`src/rtl/sipo_word_deframer.sv`:
```
// Serial-to-parallel word deframer with a valid/ready holding register and sticky overrun.
// Optional even-parity frame check is enabled by defining SIPO_PARITY_CHK_EN.
module sipo_word_deframer #(
  parameter int WIDTH     = 8,
  parameter bit MSB_FIRST = 1'b1
) (
  input  logic             clk,
  input  logic             rst,
  input  logic             din,
  input  logic             din_valid,
  input  logic             sync_clr,
  output logic [WIDTH-1:0] dout,
  output logic             dout_valid,
  input  logic             dout_ready,
  output logic             overrun,
  input  logic             clr_overrun,
  output logic             parity_err,
  output logic [5:0]       bit_cnt
);

  typedef enum logic [0:0] {ST_SHIFT = 1'b0, ST_PAR = 1'b1} state_t;

  localparam logic [5:0] LAST_DATA = 6'(WIDTH - 1);

  state_t           state_q, state_d;
  logic [WIDTH-1:0] sr_q, sr_d;
  logic [5:0]       cnt_q, cnt_d;
  logic [WIDTH-1:0] dout_q, dout_d;
  logic             dvld_q, dvld_d;
  logic             ovr_q, ovr_d;
  logic [WIDTH-1:0] shifted;
  logic [WIDTH-1:0] word;
  logic             complete;
  logic             perr_new;

  assign shifted = MSB_FIRST ? {sr_q[WIDTH-2:0], din} : {din, sr_q[WIDTH-1:1]};

  // Frame assembly: sync_clr outranks any concurrent serial bit.
  always_comb begin
    state_d  = state_q;
    sr_d     = sr_q;
    cnt_d    = cnt_q;
    complete = 1'b0;
    word     = shifted;
    perr_new = 1'b0;
    if (sync_clr) begin
      sr_d    = '0;
      cnt_d   = '0;
      state_d = ST_SHIFT;
    end else if (din_valid) begin
      case (state_q)
        ST_SHIFT: begin
          sr_d = shifted;
          if (cnt_q == LAST_DATA) begin
`ifdef SIPO_PARITY_CHK_EN
            cnt_d   = cnt_q + 6'd1;
            state_d = ST_PAR;
`else
            cnt_d    = '0;
            complete = 1'b1;
`endif
          end else begin
            cnt_d = cnt_q + 6'd1;
          end
        end
        ST_PAR: begin
          // Parity bit closes the frame without entering the shift register.
          word     = sr_q;
          perr_new = ^{sr_q, din};
          complete = 1'b1;
          cnt_d    = '0;
          state_d  = ST_SHIFT;
        end
        default: begin
          cnt_d   = '0;
          state_d = ST_SHIFT;
        end
      endcase
    end
  end

  // Holding register: a word completing while the consumer stalls is dropped.
  always_comb begin
    dout_d = dout_q;
    dvld_d = dvld_q;
    ovr_d  = ovr_q;
    if (complete) begin
      if (!dvld_q || dout_ready) begin
        dout_d = word;
        dvld_d = 1'b1;
      end else begin
        ovr_d = 1'b1;
      end
    end else if (dvld_q && dout_ready) begin
      dvld_d = 1'b0;
    end
    if (clr_overrun && !(complete && dvld_q && !dout_ready)) begin
      ovr_d = 1'b0;
    end
  end

  always_ff @(posedge clk or negedge rst) begin
    if (!rst) begin
      state_q <= ST_SHIFT;
      sr_q    <= '0;
      cnt_q   <= '0;
      dout_q  <= '0;
      dvld_q  <= 1'b0;
      ovr_q   <= 1'b0;
    end else begin
      state_q <= state_d;
      sr_q    <= sr_d;
      cnt_q   <= cnt_d;
      dout_q  <= dout_d;
      dvld_q  <= dvld_d;
      ovr_q   <= ovr_d;
    end
  end

`ifdef SIPO_PARITY_CHK_EN
  logic perr_q, perr_d;

  always_comb begin
    perr_d = perr_q;
    if (complete && (!dvld_q || dout_ready)) begin
      perr_d = perr_new;
    end
  end

  always_ff @(posedge clk or negedge rst) begin
    if (!rst) begin
      perr_q <= 1'b0;
    end else begin
      perr_q <= perr_d;
    end
  end

  assign parity_err = perr_q;
`else
  logic perr_unused;
  assign perr_unused = perr_new;
  assign parity_err  = 1'b0;
`endif

  assign dout       = dout_q;
  assign dout_valid = dvld_q;
  assign overrun    = ovr_q;
  assign bit_cnt    = cnt_q;

endmodule

```
`config.mk`:
```
export PLATFORM = sky130hd
export DESIGN_NAME = sipo_word_deframer
export DESIGN_NICKNAME = d
export VERILOG_FILES = /design/src/rtl/sipo_word_deframer.sv
export SDC_FILE = /design/constraint.sdc
export NUM_CORES = 1
export LEC_CHECK = 0
export CAP_MARGIN = 0
export CORE_MARGIN = 2
export CORE_UTILIZATION = 51
export CTS_CLUSTER_SIZE = 12
export DETAILED_ROUTE_END_ITERATION = 8
export MAX_ROUTING_LAYER = met4
export PLACE_DENSITY_LB_ADDON = 0.05
export SLEW_MARGIN = 10
export SYNTH_ARGS = -nofsm -noshare
export SYNTH_HDL_FRONTEND = slang
export SYNTH_SLANG_ARGS = --single-unit
```
`constraint.sdc`:
```
create_clock -name clk -period 2.33 [get_ports clk]
set_clock_uncertainty 0.2 [all_clocks]
set_input_delay 0.699 -clock clk [delete_from_list [all_inputs] [get_ports clk]]
set_output_delay 0.699 -clock clk [all_outputs]
set_load 0.005 [all_outputs]
```
==> impl_results.md, run 1 <==
- Run status: complete, no violations
- Finished layout cell area: 1270 µm²
- CP max stage delay: 0.54 ns
- Clock period minus final worst setup slack: between 2 and 2.5 ns
- Post-synth cell types: 22
- Global router's overall resource usage: about a fifth
- Hold Vio Cnt, Final: 0
- Netlist area before placement: between 900 and 1000 µm²
- Synth Warn #: 0
- Vert. Die Dim: 47.8 µm
- Power share of the clock group: 26.9%
- Setup TNS after final layout: 0 ns
- # IOs: 24
- DR vias: approximately 650
- DR DRC count: 0
- Classification of the worst setup path: flop to output port
- Worst path buffer plus inverter count: 1
- Initial antenna violation count: 0
- Type of the worst min-delay path: flop to flop
- Element type at the critical path end: output port
- Post-synthesis area per instance: 12.7 µm²
- GP Congestion: 0.741
- RSZ-0062 raised after global routing: false
- Signed area change from the synthesized netlist to the final layout: 30.0%
- Critical-path maximum fanout: 4
- Via count of the first global-routing pass: 648
- Number of H-tree levels: 1
- Die X: 47.8 µm
- Largest net degree at the start of global routing: 24
- Clock latency of the later-clocked register in the worst-skew pair: ~0.30 ns
- Setup violators final: 0
- DP HPWL: 1.33 mm
- Worst endpoint required time: 1.43 ns
- Post-Synthesis Net Count: 85
- Diodes inserted: 0
- Combinational power share: 8.9%
- Final net count: 113
- Cell family with the largest share of critical-path delay: buffers and inverters
- Gate Count Post-Synth: 77
- Max IR drop VDD: 0.000365 V
- Number of nets still failing antenna checks after routing: 0
- Die area: 2280 µm²
- Number of rows in the core area: 15
- Total congestion overflow after global routing: 0
- Buffer type at the clock tree root: clkbuf_4
- Buffers on Ports: 22
- Final clock period utilization by the worst path: 94.2%
- Net Switching: between 0.1 and 0.15 mW
- Reported leakage power: 0.607 nW
- Number of buffers inserted during clock tree synthesis: 3
- Seq/Total Area, Yosys: just under 60%
- Number of violations reported at the end of detailed-routing iteration 0: 4
- Switching part of the total power: 21.8%
- Flop and latch count out of synthesis: 23
- Slowest cell on the critical path: clkdlybuf4s50_1
- Max-slew violation count: 0
- Clock slew seen by the registers of the worst setup and hold paths: 0.11 ns
- Per-cell via count in the routed design: 5.07
- Core Region: 1760 µm²
- Power share of the sequential group: 64.1%
- Initial core utilization: between 50% and 60%
- TritonCTS clock tree: done
- Wire length of the first global-routing pass: 3.11 mm
- Maximum capacitance violations: 0
- Internal cell power: 0.501 mW
- Total Wirelength: 1.83 mm
- Leading cell types in the layout, fill and taps excluded: dfrtp_1, clkdlybuf4s50_1, nor2_1, mux2_2, mux2i_1
- Cells along the critical path: clkdlybuf4s50_1
- # clock sinks: 23
- Average wire per cell in the routed design: 14.2 µm
- Maximum operating frequency: roughly 460 MHz
- Fraction of final layout cells sized beyond drive strength 1: 18.3%
- Worst EP arrival: about 1.3 ns
- Buffers from clock root to sink, at most: 2
- Cell Area, Placed: 1240 µm²
- Drt first pass iters: 2
- Kind of launch point of the worst setup path: flop
- Total power density per cell area: 505 nW/µm²
layer usage:
metal	routed length [µm]	global-route usage (%)
met5	0	-
met3	75	5.66
met4	0	1.62
met2	964	32.5
met1	794	27.2
synthesized netlist by cell type, drive strengths merged:
cell type  number  share of area (%)
a211o           1                1.0
a21oi           2                1.0
buf             2                1.3
clkbuf          1               0.38
conb            1               0.38
dfrtp          23                 59
ha              1                1.3
inv             1               0.38
mux2            8                9.2
mux2i           8                8.2
nand2           5                1.9
nand2b          1               0.64
nand4           3                1.9
nand4b          1                2.4
nor2           12                4.6
nor3b           1                1.9
o21ai           1               0.51
o22ai           1               0.64
or3             1               0.64
xnor2           1               0.90
xor2            2                1.8
flip-flops by register name (all words and copies together) (netlist names):
register,cells
bit_cnt,6
dout,8
dout_valid,1
overrun,1
sr_q,7
path summary, 6_finish.rpt:
check                      cells past startpoint  slack (ns)          to        from
max in group asynchronous                      2        1.17  bit_cnt[2]         rst
setup / recovery                               1        0.13  bit_cnt[4]  bit_cnt[4]
setup reg to reg                               4        0.54     dout[1]  bit_cnt[0]
hold / removal                                 1        0.31     dout[2]     dout[2]
hold reg to reg                                1        0.31     dout[2]     dout[2]
min in group asynchronous                      2        0.53  bit_cnt[5]         rst
timing repair:
action	CTS	global route
hold buffers	0	0
hold endpoints to repair	0	0
buffers inserted	0	0
resized for setup	0	1
setup endpoints to repair	0	1
cell families after synthesis:
| kind of cell | after synthesis | share of synthesized area, % |
|---|---|---|
| other cells | 1 | 0.384 |
| compound gates | 5 | 3.20 |
| mux | 16 | 17.4 |
| fa+ha+maj | 1 | 1.28 |
| buf+inv | 4 | 2.05 |
| flops | 23 | 58.9 |
| xor+xnor | 3 | 2.69 |
| simple gates | 24 | 14.1 |
final cells by class:
cell class | instances | area (µm²)
well taps | 25 | 31.3
clock buffers | 4 | 26.3
repair buffers | 26 | 250
flip-flops and latches | 23 | 577
multi-input cells | 50 | 382
inverters | 1 | 3.75
fillers | 129 | 494
through the flow:
step | hold slack [ns] | setup slack, ns | cells | util [%] | power [mW]
5_1_grt | 0.343 | 0.0511 | 129 | 72.0 | 0.679
3_5_place_dp | 0.294 | 0.0481 | 125 | 70.4 | 0.477
3_3_place_gp | 0.292 | 0.0871 | 125 | 70.4 | 0.475
6_report | 0.314 | 0.135 | 129 | 72.0 | 0.641
4_1_cts | 0.318 | 0.0794 | 129 | 71.9 | 0.649
2_1_floorplan | 0.203 | 0.636 | 77 | - | 0.441
power by group through the flow:
stage	Clock (mW)	Sequential [mW]	Combinational (mW)
after floorplan	0	0.418	0.0230
after global placement	0	0.418	0.0566
after detailed placement	0	0.419	0.0580
after CTS	0.180	0.411	0.0581
after global routing	0.202	0.412	0.0647
final	0.173	0.411	0.0571
Power figures use the tool's default switching activity.
==> run 2: changes to the inputs <==
- CORE_UTILIZATION: 51 -> 47
- SKIP_CTS_REPAIR_TIMING: unset -> 1
- clock period: 2.33 -> 2.05 ns (I/O delays scaled with it)
==> run 2 against run 1 <==
Net effect:
- worst setup slack got worse by 0.083 ns
- routed wire length rose by 1.6%
- core utilization fell by 2.5 points
- final cell count rose by 9.3%
- global-route usage fell by 3.9 points
- via count rose by 6.3%
- power rose by 16%
- hold slack improved by 0.0063 ns
- combinational power rose by 29%
- register-to-register slack got worse by 0.31 ns
- sequential power rose by 13%
- highest routed layer is now met4
==> impl_results.md, run 2 (synthesized netlist as in run 1, its figures left out) <==
- Signed area change from the synthesized netlist to the final layout: 39.6% (was 30.0%)
- Element type at the critical path end: output port (unchanged)
- Slowest cell on the critical path: clkdlybuf4s50_1 (unchanged)
- Worst hold slack after final layout: 0.320 ns (was 0.314 ns)
- Diodes inserted: 0 (unchanged)
- Per-cell via count in the routed design: 4.93 (was 5.07)
- Worst EP arrival: 1.18 ns (was 1.30 ns)
- Average wire per cell in the routed design: 13.2 µm (was 14.2 µm)
- Cell Area, Placed: 1270 µm² (was 1240 µm²)
- DR DRC count: 0 (unchanged)
- # IOs: 24 (unchanged)
- Total power density per cell area: 544 nW/µm² (was 505 nW/µm²)
- Final clock period utilization by the worst path: 97.5%
- Pre-CTS setup slack: -0.0996 ns (was 0.0481 ns)
- Buffers on Ports: 22 (unchanged)
- TritonCTS clock tree: done (unchanged)
- GP Congestion: 0.765 (was 0.741)
- Final setup margin: 0.0515 ns (was 0.135 ns)
- Fraction of final layout cells sized beyond drive strength 1: 28.1% (was 18.3%)
- Vert. Die Dim: 49.6 µm (was 47.8 µm)
- CP max stage delay: 0.51 ns (was 0.54 ns)
- Total congestion overflow after global routing: 0 (unchanged)
- Clock latency of the later-clocked register in the worst-skew pair: 0.30 ns (about the same)
- DP HPWL: 1.31 mm (was 1.33 mm)
- Run status: complete, no violations (unchanged)
- Number of nets still failing antenna checks after routing: 0 (unchanged)
- Wire length of the first global-routing pass: 3.04 mm (was 3.11 mm)
- Worst endpoint required time: 1.23 ns (was 1.43 ns)
- Number of rows in the core area: 16 (was 15)
- Initial core utilization: 49.8% (was 55.4%)
- Number of violations reported at the end of detailed-routing iteration 0: 5 (was 4)
- Reported leakage power: 0.748 nW (was 0.607 nW)
- Critical-path maximum fanout: 2 (was 4)
- Total Wirelength: 1.86 mm (was 1.83 mm)
- Classification of the worst setup path: flop to output port (unchanged)
- Setup violators final: 0 (unchanged)
- Buffer type at the clock tree root: clkbuf_4 (unchanged)
- Via count of the first global-routing pass: 640 (was 648)
- Max-slew violation count: 0 (unchanged)
- Leading cell types in the layout, fill and taps excluded: dfrtp_1, clkdlybuf4s50_1, buf_4, nor2_1 (was dfrtp_1, clkdlybuf4s50_1, nor2_1, mux2_2, mux2i_1)
- Number of H-tree levels: 1 (unchanged)
- Global router's overall resource usage: 16.5% (was 20.4%)
- Finished layout cell area: 1360 µm² (was 1270 µm²)
- Maximum operating frequency: 500 MHz
- # clock sinks: 23 (unchanged)
- Die area: 2460 µm² (was 2280 µm²)
- Hold Vio Cnt, Final: 0 (unchanged)
- Drt first pass iters: 4 (was 2)
- Clock period minus final worst setup slack: roughly 2 ns
- Cells along the critical path: clkdlybuf4s50_1 (unchanged)
- Final net count: 123 (was 113)
- Largest net degree at the start of global routing: 24 (unchanged)
- DR vias: 695 (was 654)
- Maximum capacitance violations: 0 (unchanged)
- Cell family with the largest share of critical-path delay: buffers and inverters (unchanged)
- Buffers from clock root to sink, at most: 2 (unchanged)
- Initial antenna violation count: 0 (unchanged)
- Die X: 49.6 µm (was 47.8 µm)
- Flip-flop count of the largest register after layout: 8 (unchanged)
- Clock slew seen by the registers of the worst setup and hold paths: 0.13 ns (was 0.11 ns)
- Layout Utilization: 69.5% (was 72.0%)
- Max IR drop VDD: 0.000569 V (was 0.000365 V)
- Number of buffers inserted during clock tree synthesis: 3 (unchanged)
- Core Region: 1960 µm² (was 1760 µm²)
- Most frequent standard cell in the layout excluding fill and tap cells: dfrtp_1
- Kind of launch point of the worst setup path: flop (unchanged)
- Worst path buffer plus inverter count: 1 (unchanged)
- Type of the worst min-delay path: flop to flop (unchanged)
==> run 2: cell count changes in the layout (fill, tap and decap cells not counted), moves of 2 or more <==
cell	change
buf_4	+10
clkdlybuf4s50_1	-5
dlymetal6s2s_1	+5
dfrtp_1	-2
dfrtp_2	+2
==> run 2: layout make-up <==
type                    count  area (µm²)
well taps                  27        33.8
fillers                   164         598
inverters                   1        3.75
clock buffers               3        22.5
repair buffers             36         338
clock inverters             1        5.00
multi-input cells          50         382
flip-flops and latches     23         579
==> run 2: metrics by stage <==
stage | std cells | TNS [ns] | total power, mW
finish | 141 | 0 | 0.741
detailed placement | 130 | -0.916 | 0.543
global route | 141 | -0.0189 | 0.781
floorplan | 77 | 0 | 0.501
CTS | 134 | -0.254 | 0.751
global placement | 130 | -0.776 | 0.542
==> run 2: final timing paths <==
check / start / end / slack, ns / cells past startpoint
hold reg to reg: dout[0] / dout[0] / 0.32 / 1
hold / removal: dout[0] / dout[0] / 0.32 / 1
setup reg to reg: bit_cnt[0] / dout[7] / 0.23 / 5
setup / recovery: dout[4] / dout[4] / 0.05 / 1
max in group asynchronous: rst / bit_cnt[5] / 0.95 / 2
min in group asynchronous: rst / dout_valid / 0.45 / 2
==> run 2: layer usage <==
| layer | GRT usage (%) | vias up | part of all wire [%] |
|---|---|---|---|
| met5 | - | - | 0 |
| met4 | 4.17 | 0 | 0.75 |
| met3 | 3.03 | 2 | 3.1 |
| met2 | 27.1 | 15 | 52 |
| met1 | 21.0 | 337 | 44 |
| li1 | - | 341 | - |
==> run 2: power by group <==
| group | switching, mW | internal (mW) | leakage [nW] |
|---|---|---|---|
| Clock | 0.131 | 0.0726 | 0.0177 |
| Combinational | 0.0342 | 0.0392 | 0.416 |
| Sequential | 0.00477 | 0.460 | 0.314 |
| Total | 0.170 | 0.572 | 0.748 |
